$ cat src/rtl/lsu_pkg.sv
// Shared memory-op encodings, LSU state codes and op-class helpers.
package lsu_pkg;
  localparam int DATA_WIDTH_MEM_OP = 4;

  localparam logic [DATA_WIDTH_MEM_OP-1:0] MEM_OP_NONE = 4'd0;
  localparam logic [DATA_WIDTH_MEM_OP-1:0] MEM_OP_LB   = 4'd1;
  localparam logic [DATA_WIDTH_MEM_OP-1:0] MEM_OP_LH   = 4'd2;
  localparam logic [DATA_WIDTH_MEM_OP-1:0] MEM_OP_LW   = 4'd3;
  localparam logic [DATA_WIDTH_MEM_OP-1:0] MEM_OP_LBU  = 4'd4;
  localparam logic [DATA_WIDTH_MEM_OP-1:0] MEM_OP_LHU  = 4'd5;
  localparam logic [DATA_WIDTH_MEM_OP-1:0] MEM_OP_SB   = 4'd6;
  localparam logic [DATA_WIDTH_MEM_OP-1:0] MEM_OP_SH   = 4'd7;
  localparam logic [DATA_WIDTH_MEM_OP-1:0] MEM_OP_SW   = 4'd8;

  typedef enum logic {
    LSU_IDLE = 1'b0,
    LSU_REQ  = 1'b1
  } lsu_state_e;

  function automatic logic op_is_load(input logic [DATA_WIDTH_MEM_OP-1:0] op);
    return (op >= MEM_OP_LB) && (op <= MEM_OP_LHU);
  endfunction

  function automatic logic op_is_store(input logic [DATA_WIDTH_MEM_OP-1:0] op);
    return (op >= MEM_OP_SB) && (op <= MEM_OP_SW);
  endfunction
endpackage

$ cat src/rtl/lsu_align.sv
// Combinational byte-lane logic: store strobes/replication, alignment check,
// and load lane extraction with sign/zero extension.
module lsu_align
  import lsu_pkg::*;
(
  input  logic [3:0]  st_op,
  input  logic [1:0]  st_off,
  input  logic [31:0] st_data,
  output logic [3:0]  wstrb,
  output logic [31:0] wdata,
  output logic        misalign,
  input  logic [3:0]  ld_op,
  input  logic [1:0]  ld_off,
  input  logic [31:0] rdata,
  output logic [31:0] ld_data
);
  logic [31:0] ld_shift;
  logic [7:0]  ld_byte;
  logic [15:0] ld_half;

  always_comb begin
    misalign = 1'b0;
    wstrb    = 4'b0000;
    wdata    = st_data;
    case (st_op)
      MEM_OP_LH, MEM_OP_LHU: misalign = st_off[0];
      MEM_OP_LW:             misalign = |st_off;
      MEM_OP_SB: begin
        wstrb = 4'b0001 << st_off;
        wdata = {4{st_data[7:0]}};
      end
      MEM_OP_SH: begin
        misalign = st_off[0];
        wstrb    = 4'b0011 << st_off;
        wdata    = {2{st_data[15:0]}};
      end
      MEM_OP_SW: begin
        misalign = |st_off;
        wstrb    = 4'b1111;
      end
      default: ;
    endcase
  end

  always_comb begin
    ld_shift = rdata >> {ld_off, 3'b000};
    ld_byte  = ld_shift[7:0];
    ld_half  = ld_off[1] ? rdata[31:16] : rdata[15:0];
    case (ld_op)
      MEM_OP_LB:  ld_data = {{24{ld_byte[7]}}, ld_byte};
      MEM_OP_LBU: ld_data = {24'd0, ld_byte};
      MEM_OP_LH:  ld_data = {{16{ld_half[15]}}, ld_half};
      MEM_OP_LHU: ld_data = {16'd0, ld_half};
      default:    ld_data = rdata;
    endcase
  end
endmodule

$ cat src/rtl/lsu.sv
// Load/store unit: two-state bus FSM (IDLE/REQ) with registered bus and
// writeback outputs; a flush during REQ lets the transfer finish but kills writeback.
module lsu
  import lsu_pkg::*;
#(
  parameter int DATA_W = 32
) (
  input  logic              clk,
  input  logic              rst_n,
  input  logic              ex_valid,
  input  logic [3:0]        ex_mem_op,
  input  logic [DATA_W-1:0] ex_alu_out,
  input  logic [DATA_W-1:0] ex_store_data,
  input  logic [4:0]        ex_rd,
  input  logic              ex_gpr_we,
  input  logic              flush,
  output logic              lsu_stall,
  output logic              mem_req,
  output logic              mem_we,
  output logic [DATA_W-1:0] mem_addr,
  output logic [3:0]        mem_wstrb,
  output logic [DATA_W-1:0] mem_wdata,
  input  logic              mem_ready,
  input  logic [DATA_W-1:0] mem_rdata,
  output logic              wb_valid,
  output logic [4:0]        wb_rd,
  output logic              wb_gpr_we,
  output logic [DATA_W-1:0] wb_data,
  output logic              wb_misalign
);
  lsu_state_e  state_q, state_d;
  logic        kill_q, kill_d;
  logic        mem_req_q, mem_req_d, mem_we_q, mem_we_d;
  logic [31:0] mem_addr_q, mem_addr_d, mem_wdata_q, mem_wdata_d;
  logic [3:0]  mem_wstrb_q, mem_wstrb_d, op_q, op_d;
  logic [1:0]  off_q, off_d;
  logic [4:0]  rd_q, rd_d, wb_rd_q, wb_rd_d;
  logic        gpr_we_q, gpr_we_d;
  logic        wb_valid_q, wb_valid_d, wb_gpr_we_q, wb_gpr_we_d, wb_mis_q, wb_mis_d;
  logic [31:0] wb_data_q, wb_data_d;
  logic [3:0]  al_wstrb;
  logic [31:0] al_wdata, al_ld_data;
  logic        al_mis, ex_ld, ex_st;

  // Store side looks at the incoming op; load side at the op held for the transfer.
  lsu_align u_align (
    .st_op   (ex_mem_op),
    .st_off  (ex_alu_out[1:0]),
    .st_data (ex_store_data),
    .wstrb   (al_wstrb),
    .wdata   (al_wdata),
    .misalign(al_mis),
    .ld_op   (op_q),
    .ld_off  (off_q),
    .rdata   (mem_rdata),
    .ld_data (al_ld_data)
  );

  assign ex_ld = op_is_load(ex_mem_op);
  assign ex_st = op_is_store(ex_mem_op);

  always_comb begin
    state_d     = state_q;
    kill_d      = kill_q;
    mem_req_d   = mem_req_q;
    mem_we_d    = mem_we_q;
    mem_addr_d  = mem_addr_q;
    mem_wstrb_d = mem_wstrb_q;
    mem_wdata_d = mem_wdata_q;
    op_d        = op_q;
    off_d       = off_q;
    rd_d        = rd_q;
    gpr_we_d    = gpr_we_q;
    wb_valid_d  = 1'b0;
    wb_rd_d     = wb_rd_q;
    wb_gpr_we_d = wb_gpr_we_q;
    wb_data_d   = wb_data_q;
    wb_mis_d    = wb_mis_q;
    case (state_q)
      LSU_IDLE: begin
        if (ex_valid && !flush) begin
          if ((ex_ld || ex_st) && al_mis) begin
            wb_valid_d  = 1'b1;
            wb_rd_d     = ex_rd;
            wb_gpr_we_d = 1'b0;
            wb_data_d   = ex_alu_out;
            wb_mis_d    = 1'b1;
          end else if (ex_ld || ex_st) begin
            state_d     = LSU_REQ;
            kill_d      = 1'b0;
            mem_req_d   = 1'b1;
            mem_we_d    = ex_st;
            mem_addr_d  = {ex_alu_out[31:2], 2'b00};
            mem_wstrb_d = al_wstrb;
            mem_wdata_d = ex_st ? al_wdata : 32'd0;
            op_d        = ex_mem_op;
            off_d       = ex_alu_out[1:0];
            rd_d        = ex_rd;
            gpr_we_d    = ex_gpr_we;
          end else begin
            wb_valid_d  = 1'b1;
            wb_rd_d     = ex_rd;
            wb_gpr_we_d = ex_gpr_we;
            wb_data_d   = ex_alu_out;
            wb_mis_d    = 1'b0;
          end
        end
      end
      LSU_REQ: begin
        if (flush) kill_d = 1'b1;
        if (mem_ready) begin
          state_d   = LSU_IDLE;
          kill_d    = 1'b0;
          mem_req_d = 1'b0;
          if (!(kill_q || flush)) begin
            wb_valid_d  = 1'b1;
            wb_rd_d     = rd_q;
            wb_mis_d    = 1'b0;
            wb_gpr_we_d = mem_we_q ? 1'b0 : gpr_we_q;
            if (!mem_we_q) wb_data_d = al_ld_data;
          end
        end
      end
      default: state_d = LSU_IDLE;
    endcase
  end

  always_ff @(posedge clk) begin
    if (!rst_n) begin
      state_q     <= LSU_IDLE;
      kill_q      <= 1'b0;
      mem_req_q   <= 1'b0;
      mem_we_q    <= 1'b0;
      mem_addr_q  <= 32'd0;
      mem_wstrb_q <= 4'd0;
      mem_wdata_q <= 32'd0;
      op_q        <= MEM_OP_NONE;
      off_q       <= 2'd0;
      rd_q        <= 5'd0;
      gpr_we_q    <= 1'b0;
      wb_valid_q  <= 1'b0;
      wb_rd_q     <= 5'd0;
      wb_gpr_we_q <= 1'b0;
      wb_data_q   <= 32'd0;
      wb_mis_q    <= 1'b0;
    end else begin
      state_q     <= state_d;
      kill_q      <= kill_d;
      mem_req_q   <= mem_req_d;
      mem_we_q    <= mem_we_d;
      mem_addr_q  <= mem_addr_d;
      mem_wstrb_q <= mem_wstrb_d;
      mem_wdata_q <= mem_wdata_d;
      op_q        <= op_d;
      off_q       <= off_d;
      rd_q        <= rd_d;
      gpr_we_q    <= gpr_we_d;
      wb_valid_q  <= wb_valid_d;
      wb_rd_q     <= wb_rd_d;
      wb_gpr_we_q <= wb_gpr_we_d;
      wb_data_q   <= wb_data_d;
      wb_mis_q    <= wb_mis_d;
    end
  end

  assign lsu_stall   = (state_q == LSU_REQ);
  assign mem_req     = mem_req_q;
  assign mem_we      = mem_we_q;
  assign mem_addr    = mem_addr_q;
  assign mem_wstrb   = mem_wstrb_q;
  assign mem_wdata   = mem_wdata_q;
  assign wb_valid    = wb_valid_q;
  assign wb_rd       = wb_rd_q;
  assign wb_gpr_we   = wb_gpr_we_q;
  assign wb_data     = wb_data_q;
  assign wb_misalign = wb_mis_q;
endmodule

$ cat config.mk
export PLATFORM = sky130hd
export DESIGN_NAME = lsu
export DESIGN_NICKNAME = d
export VERILOG_FILES = /design/src/rtl/lsu_pkg.sv /design/src/rtl/lsu_align.sv /design/src/rtl/lsu.sv
export SDC_FILE = /design/constraint.sdc
export NUM_CORES = 1
export LEC_CHECK = 0
export ABC_CLOCK_PERIOD_IN_PS = 3000
export BUFFER_PORTS_ARGS = -buffer_cell sky130_fd_sc_hd__buf_2
export CORE_MARGIN = 5
export CORE_UTILIZATION = 52
export CTS_BUF_LIST = sky130_fd_sc_hd__clkbuf_4
export CTS_CLUSTER_DIAMETER = 150
export CTS_CLUSTER_SIZE = 12
export DETAILED_ROUTE_END_ITERATION = 16
export PLACE_DENSITY = 0.83
export SYNTH_ARGS = -nofsm -noshare
export SYNTH_HDL_FRONTEND = slang
export SYNTH_HIERARCHICAL = 1
export SYNTH_SLANG_ARGS = --single-unit
$ cat constraint.sdc
create_clock -name clk -period 3 [get_ports clk]
set_input_delay 0.6 -clock clk [delete_from_list [all_inputs] [get_ports clk]]
set_output_delay 0.6 -clock clk [all_outputs]
set_load 0.01 [all_outputs]
# Yosys cells after proc, flatten, opt, wreduce, memory -nomap -nowiden
# Cells that the tools add are included.
[classes]
order_cmp = 4
eq_ne = 18
n_shift = 3
n_mux = 54
bitwise_logic = 2
n_reduce_logical = 15
[ops]
columns = ["operator", "count"]
rows = [
  ["$mux 32", 7],
  ["$pmux 32 s2", 2],
  ["$pmux 32 s4", 1],
  ["$shr 32x5->8", 1],
  ["$mux 1", 29],
  ["$mux 5", 5],
  ["$eq 4x3->1 const B", 5],
  ["$mux 16", 1],
  ["$reduce_and 4->1", 4],
  ["$pmux 1 s2", 7],
  ["$eq 4x2->1 const B", 3],
  ["$ne 2x2->1 const B", 6],
  ["$pmux 4 s3", 1],
  ["$pmux 5 s2", 1],
  ["$ne 3x3->1 const B", 2],
  ["$reduce_and 5->1", 1],
  ["$eq 4x1->1 const B", 1],
  ["$eq 4x4->1 const B", 1],
  ["$ge 4x1->1 const B", 1],
  ["$ge 4x3->1 const B", 1],
  ["$le 4x3->1 const B", 1],
  ["$le 4x4->1 const B", 1],
  ["$logic_and 1x1->1", 4],
  ["$reduce_or 2->1", 2],
  ["6 further kinds", 8],
]
[word_totals]
ff_bits = 122
in_bits = 111
output_inout_bits = 111
elab_cells = 112

# Depth between registers and ports, before layout
# Gate-level depths: netlist (run 1).
[logic_depth]
ltp_word = 7
ltp_mapped = 11
depth_no_buf = 8

# Modules after synthesis
# Netlist (run 1), hierarchy kept.
[by_module_without_submodules]
columns = ["mod", "instances", "cells_per_inst", "area_each_um2", "seq_area_each_um2"]
rows = [
  ["lsu", 1, 595, 5063.6, 2442.3],
  ["lsu_align", 1, 182, 1227.4, 0.0],
]

# Worst setup path after synthesis (run 1)
# Ideal clock, no wire load.
[synth_path]
path_type = "input -> register"
startpoint = "input ex_mem_op[0]"
endpoint = "register wb_data_q[10], in the netlist wb_data[10]"
setup_time_ns = 0.072
t_arrival_ns = 2.366
t_required_ns = 2.928
slack_ns = 0.563
stages = 10
n_path_buf = 3
path_cell_list = "buf_1 a21oi_1 nor2_1 a21oi_1 o22ai_1 or4_4 nand3b_1 buf_6 buf_12 mux2i_1"
[synth_via]
elab_chain_cells = 7
word_cells_on_any_way = 21
classes_between = "order compare (4); eq/ne (6); mux (4); reduce/logical (7)"
[synth_lines]
columns = ["item", "line_no", "text"]
rows = [
  ["start, declared", "lsu.sv:11", "input logic [3:0] ex_mem_op,"],
  ["$eq 4x2->1 (tied with other cells)", "lsu_align.sv:25", "case (st_op)"],
  ["$reduce_or 3->1 (no source line) / $reduce_or 2->1 (equally long branches)", "-", ""],
  ["$pmux 1 s2 *", "lsu_align.sv:25", ""],
  ["named net al_mis", "lsu.sv:43", "logic al_mis, ex_ld, ex_st;"],
  ["$logic_and 1x1->1 *", "lsu.sv:82", "if ((ex_ld || ex_st) && al_mis) begin"],
  ["$mux 32", "lsu.sv:82", ""],
  ["$mux 32", "lsu.sv:81", "if (ex_valid && !flush) begin"],
  ["$pmux 32 s2", "lsu.sv:79", "case (state_q)"],
  ["end signal, assigned", "lsu.sv:161", "wb_data_q <= wb_data_d;"],
  ["end, declared", "lsu.sv:40", "logic [31:0] wb_data_q, wb_data_d;"],
]
# The timed path passes the listed nets; every way through them passes the cells marked *. The select of a mux whose other input is x is not followed.
# A chain may end at the register's enable or synchronous reset.

# Worst setup path after layout (run 1)
[layout_path]
startpoint = "register op_q[0]"
endpoint = "register wb_data_q[2], in the netlist wb_data[2]"
[layout_via]
elab_chain_cells = 6
word_cells_on_any_way = 9
classes_between = "eq/ne (4); mux (5)"
[layout_lines]
columns = ["item", "line_no", "text"]
rows = [
  ["start, declared", "lsu.sv:35", "logic [3:0] mem_wstrb_q, mem_wstrb_d, op_q, op_d;"],
  ["start signal, assigned", "lsu.sv:154", "op_q <= op_d;"],
  ["$eq 4x3->1 (tied with other cells)", "lsu_align.sv:49", "case (ld_op)"],
  ["$pmux 32 s4 *", "lsu_align.sv:49", ""],
  ["named net al_ld_data[2]", "lsu.sv:42", "logic [31:0] al_wdata, al_ld_data;"],
  ["$mux 32 *", "lsu.sv:120", "if (!mem_we_q) wb_data_d = al_ld_data;"],
  ["$mux 32 *", "lsu.sv:115", "if (!(kill_q || flush)) begin"],
  ["$mux 32 *", "lsu.sv:111", "if (mem_ready) begin"],
  ["$pmux 32 s2 *", "lsu.sv:79", ""],
]
# Marks and branches as above.

==> qor.csv, run 1 <==
metric;value;unit
status;complete, no violations;
grt_usage;0.2437;
ys_ff_latch;122;
min_path_cells;3;
dp_cells;1079;
grt_max_degree;133;
path_max_fanout;16;
worstMarginPinSlew;0.7246;ns
io_pins;222;
required;3.41;ns
post-route-min-period;2.275;ns
r2r-end;wb_data[2];
synth-seq-area-share;0.3882;
netlist-cell-type-count;45;
die_w;120.0;um
rrSetupSlack;0.73;ns
tns;0;ns
viasPerCell;5.521;
r2r_start;op_q[0];
path_class;reg -> reg;
drt-total-wl;17.83;mm
hp-class;in -> reg;
ys.warnings.count;6;
final_hold_viol_count;0;
root_buffer;clkbuf_4;
finalCritPeriodShare;0.7582;
synth-main-ff-cell;dfxtp_1;
setup_viol;0;
grt_pass1_wl;28.21;mm
end_kind;flop;
cts.sinks;122;
clk_latency;0.54;ns
hold_start;ex_alu_out[24];
p_leak;3.456;nW
rsz0062_at_grt;false;
final_common_cell;buf_2;
dpl_worst_slack;0.3265;ns
path_clk_slew;0.11;ns
finalNonFillerCells;1115;
die_h;120.0;um
cts_tree;yes;
grt_pass1_vias;5619;
synth_area;0.006291;mm^2
async_reset_ff_frac;0;
start_util;0.5282;
clockBufferDepth;2;
layout-drive-gt1-share;0.2977;
drcViolationCount;0;
arrival;2.68;ns
fin_nets;1062;
drtPass1Iterations;5;
syn_area_per_cell;8.097;um^2
postCtsHoldBufs;0;
worstSetupStartpointType;flop;
fin_util;0.6331;
max_freq;439.6;MHz
maxSlewHeadroom;0.5152;
die_area;0.01440;mm^2
antenna_found_initial;1;
numCtsBuffers;17;
vdd_drop_max;0.0003153;V
ff2ff_path_depth;8;
syn_inst;777;
areaGrowthSynthToFinish;19.87;%
via_count;6156;
cts-resized-gates;0;
gp_congestion;0.8571;
maxSlewViolCount;0;
post_cts_buffers;0;
cap_viol_max_count;0;
wl_per_cell;15.99;um
setup_slack;0.7254;ns
powerDensity;453.7;mW/mm^2
htreeDepth;4;
num_rows;40;
synth_edf_count;0;
dp.final_hpwl;12.70;mm
port_buffers;219;
layout_common_cells;218 x buf_2, 164 x nand2_1, 121 x dfxtp_1;
hold-path-endpoint;mem_addr[24];
antenna_left;0;
coreArea;0.01191;mm^2
drt-initial-drc-count;494;
fin_skew;0.01305;ns
grt_overflow;0;
fill_cells;1092;
-- synth_stat cells (3+ instances only) --
master | count | area [um^2]
mux2_2 | 16 | 180.2
nand2_1 | 164 | 615.6
inv_1 | 4 | 15.01
mux2i_1 | 53 | 530.5
nand2b_1 | 36 | 225.2
nand3_1 | 80 | 400.4
o211ai_1 | 42 | 315.3
dfxtp_1 | 122 | 2442
a21o_1 | 16 | 120.1
o21ai_1 | 3 | 15.01
nor3_1 | 3 | 15.01
a311oi_1 | 5 | 43.79
buf_2 | 14 | 70.07
buf_12 | 3 | 60.06
buf_4 | 14 | 105.1
clkbuf_1 | 39 | 146.4
o21ai_0 | 88 | 440.4
nor2_1 | 17 | 63.81
buf_6 | 6 | 67.56
a221o_1 | 6 | 60.06
nand3b_1 | 5 | 37.54
a21oi_1 | 13 | 65.06
-- final cells by class --
type	count	area [um^2]	area share
Antenna cell	4	10.01	0.001327
Clock buffer	22	165.2	0.02190
Clock inverter	10	101.3	0.01344
Inverter	5	18.77	0.002489
Multi-Input combinational cell	573	3381	0.4483
Sequential cell	122	2444	0.3240
Tap cell	147	183.9	0.02439
Timing Repair Buffer	232	1237	0.1641
-- state kept, by name (all words and copies together), names as in the netlist, 2 cells and up --
register	count
mem_wdata	32
wb_data	32
mem_addr	30
rd_q	5
wb_rd	5
mem_wstrb	4
op_q	4
off_q	2
-- power breakdown --
group / internal [mW] / leakage (nW) / switching, mW
clock: 0.529 / 0.156 / 0.599
sequential: 1.68 / 0.990 / 0.0369
combinational: 0.253 / 2.31 / 0.327
total: 2.46 / 3.46 / 0.963
-- metrics by stage --
stage	area, um^2	total power, mW	hold WS [ns]
final	7541	3.421	0.2903
after global routing	7541	3.580	0.2564
after CTS	7531	3.445	0.2406
after detailed placement	7264	2.324	0.4398
after global placement	7264	2.317	0.4343
after floorplan	6295	2.125	0.4356
-- worst max path at each step --
stage | slack [ns] | from | end
6_report | 0.73 | op_q[0] | wb_data[2]
5_1_grt | 0.54 | op_q[0] | wb_data[2]
4_1_cts | 0.72 | op_q[0] | wb_data[2]
3_5_place_dp | 0.33 | ex_mem_op[0] | wb_data[27]
3_3_place_gp | 0.40 | ex_mem_op[0] | wb_data[8]
2_1_floorplan | 0.56 | ex_mem_op[0] | wb_data[10]
-- logic make-up after synthesis --
group                     count (synthesis)  synth area share
and+or+nand+nor                         316            0.2355
buffers and inverters                    83           0.07558
muxes                                    70            0.1165
DFF                                     122            0.3882
other                                     1         0.0005961
AOI/OAI and AO/OA                       184            0.1822
xor gates and xnor gates                  1          0.001392
-- metal layers --
metal	vias up	track usage	routed length, um
li1	3065	-	-
met1	2798	0.3158	7678
met2	256	0.3776	8181
met3	37	0.07634	1525
met4	0	0.09664	449
met5	-	0	0
-- critical path: stages (launching register included) --
cell	delay, ns
dfxtp_1	0.42
o21a_1	0.22
or3_1	0.60
buf_4	0.30
a22oi_1	0.14
o21ai_0	0.12
nand2b_1	0.16
o211ai_1	0.09
mux2i_1	0.09
Note: power is estimated with default switching activity, not from simulation.
==> inputs of run 2 (changes only) <==
--- a/config.mk
+++ b/config.mk
@@ -5,15 +5,15 @@
 export SDC_FILE = /design/constraint.sdc
 export NUM_CORES = 1
 export LEC_CHECK = 0
-export ABC_CLOCK_PERIOD_IN_PS = 3000
+export ABC_CLOCK_PERIOD_IN_PS = 1900
 export BUFFER_PORTS_ARGS = -buffer_cell sky130_fd_sc_hd__buf_2
 export CORE_MARGIN = 5
-export CORE_UTILIZATION = 52
+export CORE_UTILIZATION = 47
 export CTS_BUF_LIST = sky130_fd_sc_hd__clkbuf_4
 export CTS_CLUSTER_DIAMETER = 150
 export CTS_CLUSTER_SIZE = 12
 export DETAILED_ROUTE_END_ITERATION = 16
-export PLACE_DENSITY = 0.83
+export PLACE_DENSITY = 0.79
 export SYNTH_ARGS = -nofsm -noshare
 export SYNTH_HDL_FRONTEND = slang
 export SYNTH_HIERARCHICAL = 1
==> constraint.sdc (replaced) <==
create_clock -name clk -period 1.9 [get_ports clk]
set_input_delay 0.38 -clock clk [delete_from_list [all_inputs] [get_ports clk]]
set_output_delay 0.38 -clock clk [all_outputs]
set_load 0.01 [all_outputs]
==> run 2 against run 1 <==
  * The flow now finishes with violations (setup timing)
  * Clock power increased by 45%
  * Routed wire length is 4.7% higher
  * Count of clock-buffer cells in the layout fell by 3
  * Utilization fell by 2.2 points
  * Critical path type unchanged
  * Sequential cell count is the same
  * Sequential power up 58%
==> qor.csv, run 2 (same netlist as run 1, synthesis figures left out) <==
metric;value;unit;change
die_h;125.7;um;+4.8%
fin_nets;1106;;+4.1%
setup_viol;1;;+1
path_class;reg -> reg;;
fin_skew;0.01828;ns;+0.005235 ns
status;complete, but fails checks;;
slowest_stage;or3_4;;
startpoint;op_q[0];;
die_w;125.7;um;+4.8%
maxSlewViolCount;0;;unchanged
layout_common_cells;218 x buf_2, 164 x nand2_1, 116 x dfxtp_1;;
vdd_drop_max;0.0003784;V;+20%
powerDensity;667.4;mW/mm^2;+47%
grt_pass1_wl;29.47;mm;+4.5%
maxSlewHeadroom;0.6619;;+0.1467
min_path_cells;3;;unchanged
fill_cells;1204;;+10%
drtPass1Iterations;6;;+1
tns;-0.02024;ns;-0.02024 ns
layout-drive-gt1-share;0.3383;;+0.04058
root_buffer;clkbuf_4;;
path_max_fanout;7;;-9
r2r_start;op_q[0];;
cts_tree;yes;;
io_pins;222;;unchanged
r2r-end;wb_data[0];;
dp.final_hpwl;13.42;mm;+5.7%
worstSetupStartpointType;flop;;
rsz0062_at_grt;true;;
dr_wl_met3;1.533;mm;+0.52%
post-route-min-period;1.920;ns;-0.3544 ns
met1_length;8.106;mm;+5.6%
finalCritPeriodShare;1.011;;+0.2524
met2_length;8.762;mm;+7.1%
crit_chain;o21a_1 -> or3_4 -> buf_4 -> a221o_1 -> nand2b_1 -> o211ai_1 -> mux2i_1;;
worstMarginPinSlew;0.5072;ns;-0.2174 ns
clockBufferDepth;2;;unchanged
hold-path-endpoint;gpr_we_q;;
cts.sinks;122;;unchanged
rrSetupSlack;-0.02;ns;-0.75 ns
max_freq;520.8;MHz;+18%
arrival;2.34;ns;-0.34 ns
finalNonFillerCells;1186;;+6.4%
areaGrowthSynthToFinish;28.08;%;
power;5.378;mW;+57%
via_count;6290;;+2.2%
die_area;0.01580;mm^2;+9.7%
antenna_found_initial;2;;+1
start_util;0.4769;;-0.05120
viasPerCell;5.304;;-3.9%
hold_start;ex_gpr_we;;
antenna_left;0;;unchanged
setup_slack;-0.02024;ns;-0.7456 ns
drcViolationCount;0;;unchanged
path_clk_slew;0.11;ns;about the same
htreeDepth;4;;unchanged
cap_viol_max_count;0;;unchanged
gp_congestion;0.8676;;+1.2%
port_buffers;219;;unchanged
hold_slack;0.06819;ns;-0.2221 ns
coreArea;0.01319;mm^2;+11%
grt_overflow;0;;unchanged
p_leak;3.720;nW;+7.6%
end_kind;flop;;
num_rows;42;;+5.0%
failed_checks;setup timing;;
dp_cells;1147;;+6.3%
drt-total-wl;18.67;mm;+4.7%
hp-class;in -> reg;;
grt_usage;0.2282;;-0.01549
grt_max_degree;118;;-11%
slowest_delay;0.38;ns;-0.22 ns
numCtsBuffers;17;;unchanged
wl_per_cell;15.74;um;-1.6%
final_common_cell;buf_2;;
final_hold_viol_count;0;;unchanged
clk_latency;0.54;ns;about the same
top_layer_used;met4;;
grt_pass1_vias;5816;;+3.5%
ff2ff_path_depth;7;;-1
required;2.32;ns;-1.09 ns
drt-initial-drc-count;470;;-4.9%
[run 2: layout make-up]
class	count	area [um^2]	share of cell area
multi-input combinational	573	3410	0.4231
sequential	122	2452	0.3043
timing repair buffer	276	1704	0.2115
tap	176	220.2	0.02733
clock buffer	19	142.6	0.01770
clock inverter	13	105.1	0.01304
inverter	5	18.77	0.002329
antenna	2	5.005	0.0006211
[run 2: report_power, final]
group	total [mW]	switching (mW)	leakage, nW	internal (mW)
Combinational	1.04	0.557	2.60	0.488
Sequential	2.70	0.0492	0.993	2.65
Clock	1.64	0.978	0.129	0.660
[run 2: worst max-delay path, delay by kind of cell, from the launching register on]
family	cells	cell delay, ns
compound gates	3	0.65
simple gates	2	0.53
flops	1	0.37
buf+inv	1	0.18
mux	1	0.08
[run 2: stage by stage]
step,util,worst slack (ns),instance area (um^2)
3_5_place_dp,0.5845,-0.2187,7710
4_1_cts,0.6053,0.005223,7984
6_report,0.6109,-0.02024,8058
2_1_floorplan,-,-0.009907,6319
5_1_grt,0.6109,-0.07618,8058
3_3_place_gp,0.5845,-0.1296,7710
[run 2: worst max path at each step]
stage / end
floorplan: wb_data[0]
global placement: wb_data[4]
detailed placement: mem_wdata[21]
CTS: wb_data[21]
global route: wb_data[0]
finish: wb_data[0]
[run 2: routing by layer]
layer  track usage  up-vias
met5             0        -
met4       0.07526        0
met3       0.06647       24
met2        0.3675      232
met1        0.2951     2873
li1              -     3161
[run 2: repair_timing]
action,in CTS,in global routing
setup endpoints to repair,14,33
resized for setup,6,13
pin swaps,0,5
setup buffers,1,4
gates cloned,0,2
hold buffers,0,0
==> inputs of run 3 (changes only) <==
--- a/config.mk
+++ b/config.mk
@@ -14,6 +14,7 @@
 export CTS_CLUSTER_SIZE = 12
 export DETAILED_ROUTE_END_ITERATION = 16
 export PLACE_DENSITY = 0.79
+export SKIP_CTS_REPAIR_TIMING = 1
 export SYNTH_ARGS = -nofsm -noshare
 export SYNTH_HDL_FRONTEND = slang
 export SYNTH_HIERARCHICAL = 1
==> run 3 against run 2 <==
  * The run still ends with setup timing left
  * Count of clock-buffer cells in the layout unchanged
  * Non-clock buffer count decreased by 2
  * Fmax fell by 0.35%
  * Worst setup slack got worse by 0.0068 ns
  * Register-to-register slack is essentially flat
  * Via count unchanged
  * Utilization fell by 0.25 points
  * Final cell count down 0.17%
  * Design area is 0.40% lower
  * Largest power group unchanged
  * Sequential share of layout area increased by 0.12 points
  * Critical path depth did not move
  * Largest cell class unchanged
==> qor.csv, run 3 (same netlist as run 1, synthesis figures left out) <==
metric;value;unit;change
path_clk_slew;0.11;ns;about the same
p_sw;1.583;mW;about the same
path_class;reg -> reg;;
grt_max_degree;118;;unchanged
hold_start;ex_gpr_we;;
drtPass1Iterations;5;;-1
port_buffers;219;;unchanged
swShare;0.2947;;about the same
grt_overflow;0;;unchanged
status;complete, but fails checks;;
regArea;0.002452;mm^2;unchanged
drt-initial-drc-count;530;;+13%
maxSlewViolCount;0;;unchanged
failed_checks;setup timing;;
arrival;2.34;ns;about the same
p_int;3.789;mW;-0.12%
crit_chain;o21a_1 -> or3_4 -> buf_4 -> a221o_1 -> nand2b_1 -> o211ai_1 -> mux2i_1;;
pwr-share-clk;0.305;;about the same
worstSetupStartpointType;flop;;
num_rows;42;;unchanged
drcViolationCount;0;;unchanged
grt_usage;0.2281;;about the same
io_pins;222;;unchanged
vdd_drop_max;0.0003786;V;about the same
required;2.31;ns;about the same
dp.final_hpwl;13.42;mm;unchanged
via_count;6290;;unchanged
final_common_cell;buf_2;;
end_kind;flop;;
maxSlewHeadroom;0.6592;;-0.002666
powerDensity;669.4;mW/mm^2;+0.30%
p_leak;3.705;nW;-0.40%
cts_tree;yes;;
cap_viol_max_count;0;;unchanged
rsz0062_at_grt;true;;
start_util;0.4769;;unchanged
max_freq;518.9;MHz;-0.35%
clk_latency;0.54;ns;about the same
root_buffer;clkbuf_4;;
fin_nets;1104;;-0.18%
numCtsBuffers;17;;unchanged
power;5.372;mW;-0.11%
die_h;125.7;um;unchanged
finalCritPeriodShare;1.014;;+0.003566
fin_skew;0.01872;ns;+0.0004363 ns
die_w;125.7;um;unchanged
layout_common_cells;218 x buf_2, 164 x nand2_1, 116 x dfxtp_1;;
htreeDepth;4;;unchanged
antenna_found_initial;2;;unchanged
grt_pass1_vias;5827;;+0.19%
die_area;0.01580;mm^2;unchanged
post-route-min-period;1.927;ns;+0.006775 ns
multi_input_area;0.003410;mm^2;unchanged
layout-drive-gt1-share;0.3370;;-0.001316
seqPwrFrac;0.502;;about the same
final_hold_viol_count;0;;unchanged
gp_congestion;0.8676;;unchanged
grt_pass1_wl;29.44;mm;about the same
hp-class;in -> reg;;
path_max_fanout;7;;unchanged
viasPerCell;5.313;;+0.17%
fill_cells;1210;;+0.50%
areaGrowthSynthToFinish;27.57;%;
startpoint;op_q[0];;
slowest_delay;0.38;ns;about the same
antenna_left;0;;unchanged
drt-total-wl;18.43;mm;-1.3%
coreArea;0.01319;mm^2;unchanged
dpl_worst_slack;-0.2187;ns;unchanged
cts.sinks;122;;unchanged
worstMarginPinSlew;0.5112;ns;+0.004000 ns
hold_slack;0.06851;ns;+0.0003205 ns
slowest_stage;or3_4;;
clockBufferDepth;2;;unchanged
r2r_start;op_q[0];;
tns;-0.03098;ns;-0.01074 ns
wl_per_cell;15.56;um;-1.2%
setup_slack;-0.02701;ns;-0.006775 ns
setup_viol;2;;+1
p_comb_frac;0.193;;about the same
run 3: through the flow:
stage          area [um^2]  utilization  cells
3_5_place_dp          7710       0.5845   1147
5_1_grt               8025       0.6084   1184
4_1_cts               7958       0.6033   1179
2_1_floorplan         6319            -    778
3_3_place_gp          7710       0.5845   1147
6_report              8025       0.6084   1184
run 3: worst paths after layout:
check	end	slack (ns)	cells after the start
setup reg to reg	wb_data[0]	-0.03	7
hold reg to reg	mem_wdata[29]	0.46	2
setup / recovery	wb_data[0]	-0.03	7
hold / removal	gpr_we_q	0.07	3
run 3: layout make-up:
class,instances,area share
Multi-Input combinational cell,573,0.4249
Sequential cell,122,0.3056
Timing Repair Buffer,274,0.2083
Tap cell,176,0.02744
Clock buffer,19,0.01777
Clock inverter,13,0.01310
Inverter,5,0.002339
Antenna cell,2,0.0006236
run 3: critical path, delay by kind of cell, from the launching register on:
| family | cells | cell delay, ns |
|---|---|---|
| AOI/OAI and AO/OA | 3 | 0.64 |
| and+or+nand+nor | 2 | 0.53 |
| muxes | 1 | 0.08 |
| DFF | 1 | 0.37 |
| buffers and inverters | 1 | 0.18 |
run 3: metal layers:
metal  GRT usage  wire length, um  vias to the layer above
li1            -                -                     3159
met4     0.07844              316                        0
met3     0.06647             1524                       25
met1      0.2948             8028                     2873
met5           0                0                        -
met2      0.3660             8555                      233
run 3: power by group through the flow:
stage          registers (mW)  clock network [mW]  logic (mW)
6_report                 2.69                1.64        1.04
5_1_grt                  2.71                1.80        1.13
4_1_cts                  2.69                1.69        1.02
3_5_place_dp             2.75                   0        1.02
3_3_place_gp             2.75                   0        1.00
2_1_floorplan            2.79                   0       0.573
